File: config.mk
export PLATFORM = sky130hd
export DESIGN_NAME = fifo_uart_tx_flat
export DESIGN_NICKNAME = d
export VERILOG_FILES = /design/src/rtl/fifo_uart_tx_if.sv /design/src/rtl/fifo_uart_tx.sv /design/src/flat_wrapper.sv
export SDC_FILE = /design/constraint.sdc
export NUM_CORES = 1
export LEC_CHECK = 0
export BUFFER_PORTS_ARGS = -buffer_cell sky130_fd_sc_hd__buf_2
export CORE_MARGIN = 2
export CORE_UTILIZATION = 35
export CTS_BUF_LIST = sky130_fd_sc_hd__clkbuf_8
export DETAILED_ROUTE_END_ITERATION = 16
export PLACE_DENSITY = 0.55
export RECOVER_POWER = 50
export SLEW_MARGIN = 20
export SYNTH_ARGS = -nofsm -noshare
export SYNTH_HDL_FRONTEND = slang
export SYNTH_SLANG_ARGS = --single-unit
File: constraint.sdc
create_clock -name clk -period 4.2 [get_ports clk]
set_input_delay 0.42 -clock clk [delete_from_list [all_inputs] [get_ports clk]]
set_output_delay 0.42 -clock clk [all_outputs]
set_load 0.05 [all_outputs]
File: src/rtl/fifo_uart_tx_if.sv
// Read-side port of the show-ahead byte FIFO.
// master is the consumer that issues pops; slave is the FIFO.
interface fifo_uart_tx_if;
  logic [7:0] fifo_data;
  logic       empty;
  logic       rdreq;

  modport master (input fifo_data, input empty, output rdreq);
  modport slave  (output fifo_data, output empty, input rdreq);
endinterface

File: src/rtl/fifo_uart_tx.sv
// UART transmitter that drains a show-ahead byte FIFO, LSB first, with optional
// parity and 1 or 2 stop bits; frames run back-to-back while data remains.
module fifo_uart_tx #(
  parameter int unsigned CLKS_PER_BIT = 434,
  parameter int unsigned PARITY       = 0,
  parameter int unsigned STOP_BITS    = 1
) (
  input  logic           clk,
  input  logic           rst,
  input  logic           enable,
  fifo_uart_tx_if.master fifo,
  output logic           tx,
  output logic           busy,
  output logic           done
);

  localparam int unsigned      CNT_W     = $clog2(CLKS_PER_BIT);
  localparam logic [CNT_W-1:0] CNT_LAST  = CNT_W'(CLKS_PER_BIT - 1);
  localparam logic             STOP_LAST = (STOP_BITS == 2);
  localparam logic             PAR_EN    = (PARITY != 0);
  localparam logic             PAR_ODD   = (PARITY == 1);

  typedef enum logic [2:0] {IDLE, START, DATA, PAR, STOP} state_t;

  state_t           state_q, state_d;
  logic [CNT_W-1:0] cnt_q, cnt_d;
  logic [2:0]       idx_q, idx_d;
  logic             stop_q, stop_d;
  logic [7:0]       shift_q, shift_d;
  logic             par_q, par_d;
  logic             tx_d, busy_d, done_d;
  logic             cnt_end, last_stop;

  assign cnt_end   = (cnt_q == CNT_LAST);
  assign last_stop = (state_q == STOP) && (stop_q == STOP_LAST) && cnt_end;

  // Pop only from IDLE or on the final stop cycle, so frames chain with no gap.
  assign fifo.rdreq = !rst && enable && !fifo.empty && (state_q == IDLE || last_stop);

  always_ff @(posedge clk) begin
    if (rst) begin
      state_q <= IDLE;
      cnt_q   <= '0;
      idx_q   <= '0;
      stop_q  <= 1'b0;
      shift_q <= '0;
      par_q   <= 1'b0;
      tx      <= 1'b1;
      busy    <= 1'b0;
      done    <= 1'b0;
    end else begin
      state_q <= state_d;
      cnt_q   <= cnt_d;
      idx_q   <= idx_d;
      stop_q  <= stop_d;
      shift_q <= shift_d;
      par_q   <= par_d;
      tx      <= tx_d;
      busy    <= busy_d;
      done    <= done_d;
    end
  end

  always_comb begin
    state_d = state_q;
    cnt_d   = cnt_q;
    idx_d   = idx_q;
    stop_d  = stop_q;
    shift_d = shift_q;
    par_d   = par_q;
    tx_d    = 1'b1;
    busy_d  = 1'b0;
    done_d  = 1'b0;

    if (state_q != IDLE) cnt_d = cnt_end ? '0 : cnt_q + 1'b1;

    case (state_q)
      START: begin
        if (cnt_end) begin
          state_d = DATA;
          idx_d   = '0;
        end
      end
      DATA: begin
        if (cnt_end) begin
          shift_d = {1'b0, shift_q[7:1]};
          par_d   = par_q ^ shift_q[0];
          idx_d   = idx_q + 3'd1;
          if (idx_q == 3'd7) begin
            state_d = PAR_EN ? PAR : STOP;
            stop_d  = 1'b0;
          end
        end
      end
      PAR: begin
        if (cnt_end) begin
          state_d = STOP;
          stop_d  = 1'b0;
        end
      end
      STOP: begin
        if (cnt_end) begin
          if (stop_q == STOP_LAST) state_d = IDLE;
          else                     stop_d  = 1'b1;
        end
      end
      default: ;
    endcase

    if (fifo.rdreq) begin
      state_d = START;
      cnt_d   = '0;
      idx_d   = '0;
      stop_d  = 1'b0;
      shift_d = fifo.fifo_data;
      par_d   = 1'b0;
    end

    // Registered outputs are derived from the next state so tx changes on the pop edge.
    case (state_d)
      START:   tx_d = 1'b0;
      DATA:    tx_d = shift_d[0];
      PAR:     tx_d = par_d ^ PAR_ODD;
      default: tx_d = 1'b1;
    endcase
    busy_d = (state_d != IDLE);
    done_d = (state_d == STOP) && (stop_d == STOP_LAST) && (cnt_d == CNT_LAST);
  end

endmodule

File: src/flat_wrapper.sv
// flat-port wrapper written by rule: the top's interface ports become plain ports
module fifo_uart_tx_flat 
#(
  parameter int unsigned CLKS_PER_BIT = 434,
  parameter int unsigned PARITY       = 0,
  parameter int unsigned STOP_BITS    = 1
)
  (clk, rst, enable, tx, busy, done, fifo_fifo_data, fifo_empty, fifo_rdreq);
  fifo_uart_tx_if fifo_i ();
  input  logic clk;
  input  logic rst;
  input  logic enable;
  output logic tx;
  output logic busy;
  output logic done;
  input wire logic [$bits(fifo_i.fifo_data)-1:0] fifo_fifo_data;
  input wire logic [$bits(fifo_i.empty)-1:0] fifo_empty;
  output wire logic [$bits(fifo_i.rdreq)-1:0] fifo_rdreq;
  assign fifo_i.fifo_data = fifo_fifo_data;
  assign fifo_i.empty = fifo_empty;
  assign fifo_rdreq = fifo_i.rdreq;
  fifo_uart_tx #(.CLKS_PER_BIT(CLKS_PER_BIT), .PARITY(PARITY), .STOP_BITS(STOP_BITS)) u_core (.clk(clk), .rst(rst), .enable(enable), .fifo(fifo_i), .tx(tx), .busy(busy), .done(done));
endmodule
After elaboration in Yosys (flattened, before gate mapping)
Cells that the tools add are included.

Add/subtract/negate cells: 2. Eq/ne operators: 13. Mux-type cells: 28. Bitwise gates (word level): 3. Reductions and logical operators: 19.

Operator list (count): two-way mux 3 bit (9); two-way mux 9 bit (3); two-way mux 8 bit (3); equality test 9 bit (second input constant) (2); equality test 3 x 2 -> 1 bit (second input constant) (4); one-hot mux 3 bit (4 select lines) (1); adder 9 x 1 -> 9 bit (second input constant) (1); equality test 3 bit (second input constant) (3); two-way mux 1 bit (9); logical AND 1 bit (7); equality test 3 x 1 -> 1 bit (second input constant) (2); one-hot mux 1 bit (3 select lines) (2); one-hot mux 3 bit (2 select lines) (1); nonzero test 2 bit (3); nonzero test 3 bit (2); inequality test 2 x 1 -> 1 bit (second input constant) (2); adder 3 x 1 -> 3 bit (second input constant) (1); logical NOT 3 bit (1); AND reduction 3 bit (1); logical NOT 1 bit (2); NOT 1 bit (2); AND reduction 2 bit (1); OR reduction 2 bit (1); logical OR 1 bit (1); bitwise XOR 1 bit (1).

Bits in registers: 28. Input bits: 12. Output and inout port bits: 4.

Longest topological paths before layout
Gate-level depths: netlist of the first run.

Depth after elaboration: 9. Mapped depth: 8. Depth with buffers taken out: 8.

Worst setup path after synthesis of the first run
No wires, ideal clock.

Path kind: reg2out. Start: register u_core.cnt_q[0]. End: output port fifo_rdreq. Arrival: 1638 ps. Required time: 3780 ps. Slack: 2142 ps. Stages on the path, launching flop included: 6. Buffers on the path: 0. Path through: dfxtp_1 > ha_1 > nand4b_4 > o31ai_1 > nand3_1 > inv_1.

Cells in the longest elaborated chain, start to end: 4.

Ends and longest elaborated chain: start, declared (line fifo_uart_tx.sv:26) `logic [CNT_W-1:0] cnt_q, cnt_d;`; start signal, assigned (line fifo_uart_tx.sv:53) `cnt_q <= cnt_d;`; equality test 9 bit (line fifo_uart_tx.sv:34) `assign cnt_end = (cnt_q == CNT_LAST);`; logical AND 1 bit (line fifo_uart_tx.sv:35) `assign last_stop = (state_q == STOP) && (stop_q == STOP_LAST) && cnt_end;`; logical OR 1 bit (line fifo_uart_tx.sv:38) `assign fifo.rdreq = !rst && enable && !fifo.empty && (state_q == IDLE || last_stop);`; logical AND 1 bit (line fifo_uart_tx.sv:38); end, declared (line flat_wrapper.sv:18) `output wire logic [$bits(fifo_i.rdreq)-1:0] fifo_rdreq;`.

No other way between the ends.

Worst setup path after layout of the first run
Start: register u_core.cnt_q[1]. End: output port fifo_rdreq.

Same word-level chain as after synthesis.

==> flow_metrics.tcl, run 1 <==
set metrics [dict create \
    start_util_pct 36.1 \
    ant_nets 0 \
    final_hold_viol_count 0 \
    path_clk_slew_ns 0.09 \
    hold_path.class "in -> reg" \
    synth_top_family_by_area "simple AND/OR/NAND/NOR gates" \
    finalCritPeriodShare_pct 70.8 \
    postCtsSetupBuffers 0 \
    period_needed_ns 2.97 \
    wl_per_cell_um 12.9 \
    whs_endpoint "u_core.shift_q[7]" \
    cts_tree "done" \
    yosysMostFrequentCell "nor2_1" \
    syn-instance-count 170 \
    syn_avg_cell_area_um2 8.50 \
    r2r_start "u_core.cnt_q[1]" \
    die_h_um 68.3 \
    worstPathMaxFanout 18 \
    antennaDiodeCount 0 \
    rows 23 \
    vias 1199 \
    yosys.area_share.simple_pct 31.2 \
    htreeDepth 1 \
    coreArea_um2 4000 \
    r2r-end "u_core.cnt_q[0]" \
    async_flop_share_pct 0 \
    ir_worst_vdd_mv 0.186 \
    grt_pass1_vias 1182 \
    grt_overflow 0 \
    worst_pin_slew_ns 0.731 \
    path_class "reg -> out" \
    seq_area_frac_synth_pct 38.8 \
    hold_buffers 0 \
    cts_resized 0 \
    cellPowerDensity_nw_per_um2 290 \
    dp_hpwl_mm 2.24 \
    grt_pass1_wl_mm 5.18 \
    ys_seq_elements 28 \
    cts_buffer_depth 2 \
    die-area_um2 4660 \
    r2r_cells 7 \
    routed_wl_mm 2.98 \
    yosys.area_share.adder_pct 3.46 \
    synth-xor-area-share_pct 4.24 \
    numCtsBuffers 3 \
    synthTopCellsByArea "dfxtp_1 39%, nor2_1 7.5%, mux2i_1 4.8%" \
    synth_top_area_share_pct 38.8 \
    dr.pass1.iters 4 \
    synth_commonest_cells "29 x nor2_1, 28 x dfxtp_1, 16 x nand2_1, 9 x a21oi_1, 8 x a211oi_1" \
    grt_setup_unrepaired "false" \
    reg2reg_slack_ns 1.63 \
    drc_errors 0 \
    cts_num_sinks 28 \
    place_congestion 0.701 \
    antenna_found_initial 0 \
    area_growth_pct 9.09 \
    maxCapViolations 0 \
    end_kind "output port" \
    slew_headroom_pct 50.9 \
    io_buffers 15 \
    drive_gt1_share_pct 12.2 \
    grt_max_degree 19 \
    die_x_um 68.3 \
    synth_cell_types 41 \
    fin_skew_ns 0.00338 \
    syn_area_um2 1450 \
    synth-edff-count 0 \
    required_ns 3.78 \
    tns_ns 0 \
    fin_nets 199 \
    syn_nets 186 \
    viasPerCell 5.19 \
    p_leak_uw 0.000544 \
    drt_iter0_drc 40 \
    whs_path_depth 3 \
    insertion_delay_ns 0.27 \
    track_usage_pct 14.4 \
    synth_top_area_cell "dfxtp_1" \
    status "finished clean" \
    synth_compound_gate_area_share_pct 13.7 \
    worstPathArrival_ns 2.55 \
    ioPinCount 16 \
    max_freq_ghz 0.336 \
    setup_violations 0 \
    synth_top_flop_cell "dfxtp_1" \
    start_kind "flop" \
    drv_slew 0 \
    synthMuxAreaShare_pct 5.63 \
    cts-root-buf "clkbuf_8" \
    min_from "fifo_fifo_data[7]" \
    holdWs_ns 0.382 \
    yosysWarnings 0 \
]
==> metrics by stage <==
| step | std cells | total power [µW] | cell area, µm² | setup WS, ns | util [%] |
|---|---|---|---|---|---|
| after floorplan | 170 | 308 | 1450 | 2.14 | - |
| after global placement | 228 | 319 | 1550 | 1.77 | 38.8 |
| after detailed placement | 228 | 321 | 1550 | 1.69 | 38.8 |
| after CTS | 231 | 466 | 1600 | 1.38 | 39.9 |
| after global routing | 231 | 478 | 1580 | 0.954 | 39.4 |
| final | 231 | 457 | 1580 | 1.23 | 39.4 |
==> sequential cells by signal (all words and copies together) (netlist names) <==
name / count
u_core.busy: 1
u_core.cnt_q: 9
u_core.done: 1
u_core.idx_q: 3
u_core.par_q: 1
u_core.shift_q: 8
u_core.state_q: 3
u_core.stop_q: 1
u_core.tx: 1
==> metal layers <==
metal,vias up,global-route usage (%),wire length (µm)
met5,-,0,0
met4,0,2.25,0
met3,0,3.62,147
met2,28,24.6,1470
met1,551,18.5,1360
li1,620,-,-
==> critical path, stage by stage, from the launching register on <==
cell and delay (ns):
dfxtp_1 0.35, inv_1 0.09, ha_1 0.17, nand4b_1 0.30
o31ai_1 0.38, nand3_1 0.51, inv_1 0.20, buf_2 0.29
==> worst max-delay path by stage <==
| stage | slack (ns) | to | start |
|---|---|---|---|
| after floorplan | 2.14 | fifo_rdreq | u_core.cnt_q[0] |
| after global placement | 1.77 | fifo_rdreq | u_core.cnt_q[0] |
| after detailed placement | 1.69 | fifo_rdreq | u_core.cnt_q[0] |
| after CTS | 1.38 | fifo_rdreq | u_core.cnt_q[0] |
| after global routing | 0.95 | fifo_rdreq | u_core.cnt_q[1] |
| final | 1.23 | fifo_rdreq | u_core.cnt_q[1] |
==> placed cells by master (no fill, tap or decap), types with 4 or more instances in the layout <==
cell type	instances
a211oi_1	8
nor2_1	29
ha_1	4
nor3_1	5
o21ai_0	6
mux2i_1	7
a21oi_1	9
xnor2_1	4
buf_2	12
inv_1	4
nand2_1	16
dfxtp_1	28
==> logic make-up (layout without fill, tap and decap cells) <==
group,after synthesis,count (layout)
adders and majority gates,4,4
buffers and inverters,11,22
AOI/OAI and AO/OA,31,31
DFF,28,28
muxes,8,8
xor gates and xnor gates,7,7
and+or+nand+nor,81,81
==> power breakdown <==
| part | leakage (µW) | internal (µW) | total (µW) | switching (µW) |
|---|---|---|---|---|
| Clock | 0.0000216 | 64.3 | 143 | 78.9 |
| Combinational | 0.000295 | 13.7 | 37.1 | 23.4 |
| Sequential | 0.000227 | 271 | 277 | 5.10 |
==> cell type report <==
| class | count | area [µm²] |
|---|---|---|
| sequential | 28 | 561 |
| timing repair buffer | 15 | 71.3 |
| multi-input combinational | 131 | 826 |
| inverter | 4 | 15.0 |
| fill | 419 | 2420 |
| tap | 50 | 62.6 |
| clock buffer | 3 | 41.3 |
Power figures use the tool's default switching activity.
==> run 2, diff against run 1 <==
Settings changed: ABC_AREA set to 1, PLACE_DENSITY 0.55 to 0.57.
Clock period 4.2 ns to 2.6 ns, I/O delays scaled along.
==> run 2 against run 1 <==
Against the previous run: largest power group unchanged; critical endpoint unchanged; global-route usage down 0.056 points; clock power increased by 88%; setup slack got worse by 0.89 ns.
==> flow_metrics.tcl, run 2 <==
set metrics [dict create \
    status "finished clean" \
    synth_top_area_cell "dfxtp_1" \
    path_class "reg -> out" \
    fin_ws_ns 0.334 \
    slowest_delay_ns 0.43 \
    placedCellCount 289 \
    viasPerCell 4.87 \
    r2r_start "u_core.cnt_q[0]" \
    p_leak_uw 0.000806 \
    cellPowerDensity_nw_per_um2 761 \
    drc_errors 0 \
    antennaDiodeCount 0 \
    synthTopCellsByArea "dfxtp_1 35%, nand2_1 14%, nand3_1 8.8%" \
    vias 1428 \
    drv_slew 0 \
    grt_pass1_wl_mm 5.83 \
    track_usage_pct 14.3 \
    hold_path.class "in -> reg" \
    die_h_um 71.6 \
    seq_area_frac_synth_pct 35.1 \
    final_hold_viol_count 0 \
    critPathLaunch "u_core.cnt_q[0]" \
    grt_setup_unrepaired "false" \
    min_from "fifo_fifo_data[7]" \
    end_kind "output port" \
    ioPinCount 16 \
    routed_wl_mm 3.36 \
    ys_seq_elements 28 \
    die_x_um 71.6 \
    cp_common_cell "nand2_1" \
    required_ns 2.34 \
    hold_buffers 0 \
    max_freq_ghz 0.441 \
    grt_overflow 0 \
    path_clk_slew_ns 0.10 \
    drt_iter0_drc 87 \
    ir_worst_vdd_mv 0.414 \
    setup_violations 0 \
    synth_top_flop_cell "dfxtp_1" \
    numCtsBuffers 3 \
    swShare_pct 40.8 \
    fin_skew_ns 0.00585 \
    power_frac_comb_pct 38.9 \
    worst_pin_slew_ns 0.602 \
    period_needed_ns 2.27 \
    htreeDepth 1 \
    start_util_pct 36.5 \
    syn_avg_cell_area_um2 7.04 \
    synth-edff-count 0 \
    coreArea_um2 4380 \
    worstPathMaxFanout 15 \
    synth_cell_types 28 \
    fin_nets 258 \
    finalCritPeriodShare_pct 87.2 \
    p_seq_share_pct 40.4 \
    die-area_um2 5130 \
    async_flop_share_pct 0 \
    syn-instance-count 227 \
    io_buffers 15 \
    largest_reg_flops 9 \
    drive_gt1_share_pct 16.2 \
    syn_area_um2 1600 \
    antenna_found_initial 0 \
    ant_nets 0 \
    final_common_cell "nand2_1" \
    synth_top_area_share_pct 35.1 \
    slew_headroom_pct 60.0 \
    dr.pass1.iters 4 \
    yosysMostFrequentCell "nand2_1" \
    p_clk_share_pct 20.7 \
    synth_commonest_cells "59 x nand2_1, 28 x dfxtp_1, 28 x nand3_1, 22 x nor2_1, 21 x inv_1" \
    syn_nets 243 \
    postCtsSetupBuffers 0 \
    holdWs_ns 0.236 \
    top_register "u_core.cnt_q" \
    grt_pass1_vias 1349 \
    fin_util_pct 39.0 \
    worstPathArrival_ns 2.01 \
    cts_buffer_depth 2 \
    area_growth_pct 6.89 \
    cts_num_sinks 28 \
    worstPathCellList "ha_1, nand2_1, nor2_8, nand3b_1, nand2_1, nand2_4, inv_2, buf_2" \
    rows 24 \
    p_int_uw 770 \
    maxCapViolations 0 \
    wl_per_cell_um 11.5 \
    grt_max_degree 16 \
    final_cell_mix "61 x nand2_1, 29 x nand3_1, 28 x dfxtp_1" \
    reg.largest.list "u_core.cnt_q: 9 flops, u_core.shift_q: 8 flops" \
    insertion_delay_ns 0.27 \
    tns_ns 0 \
    start_kind "flop" \
    power.switching_uw 531 \
    cts_tree "done" \
    cts_resized 0 \
    worst_path_max_delay_cell "dfxtp_1" \
    dpl_worst_slack_ns 0.669 \
    yosysWarnings 0 \
    place_congestion 0.853 \
    final_cells 293 \
    dp_hpwl_mm 2.63 \
    cts-root-buf "clkbuf_8" \
]
[run 2: changes by cell type in the layout (fill, tap and decap cells not counted), moves of 6 or more]
cell	delta
inv_1	+17
nand2_2	+7
nor2_1	-6
nand3_1	+26
mux2i_1	-7
nand2_1	+45
a211oi_1	-8
inv_2	+6
[run 2: worst max-delay path: cells and delay by family, from the launching register on]
kind / cells / cell delay [ns]
simple gates: 5 / 0.70
flops: 1 / 0.43
fa+ha+maj: 1 / 0.17
buf+inv: 2 / 0.43
[run 2: per-stage QoR]
step | total power (µW) | area, µm²
final | 1300 | 1710
after global routing | 1410 | 1710
after floorplan | 967 | 1600
after global placement | 1060 | 1690
after CTS | 1320 | 1740
after detailed placement | 1060 | 1690
[run 2: cell families (layout without fill, tap and decap cells)]
family	Yosys count	count (layout)	share of synthesized area [%]
DFF	28	28	35.1
AOI/OAI and AO/OA	19	19	6.96
buffers and inverters	33	47	9.86
xor gates and xnor gates	1	1	0.548
and+or+nand+nor	142	142	44.4
adders and majority gates	4	4	3.13
[run 2: cell type report]
class | count | area (µm²)
repair buffers | 15 | 71.3
flip-flops and latches | 28 | 561
inverters | 28 | 105
fillers | 472 | 2680
clock buffers | 4 | 55.1
well taps | 52 | 65.1
multi-input cells | 166 | 852
[run 2: final timing paths]
check,to,slack (ns),cells past startpoint
worst max-delay path,fifo_rdreq,0.33,8
worst min-delay path,u_core.shift_q[7],0.24,3
worst max register to register,u_core.done,0.50,11
worst min register to register,u_core.idx_q[2],0.47,2
[run 2: metal layers]
layer  share of wire, %  up-vias  wire length [µm]  GRT usage, %
li1                   -      758                 -             -
met5                  0        -                 0             0
met1                 48      642              1610          17.5
met3                3.6        4               122          3.66
met2                 47       24              1590          25.1
met4                1.3        0                44          3.56
[run 2: power groups by stage]
| stage | Combinational, µW | Sequential (µW) | Clock [µW] |
|---|---|---|---|
| global placement | 522 | 536 | 0 |
| global route | 575 | 534 | 299 |
| CTS | 519 | 528 | 276 |
| detailed placement | 517 | 538 | 0 |
| floorplan | 402 | 566 | 0 |
| finish | 506 | 525 | 269 |
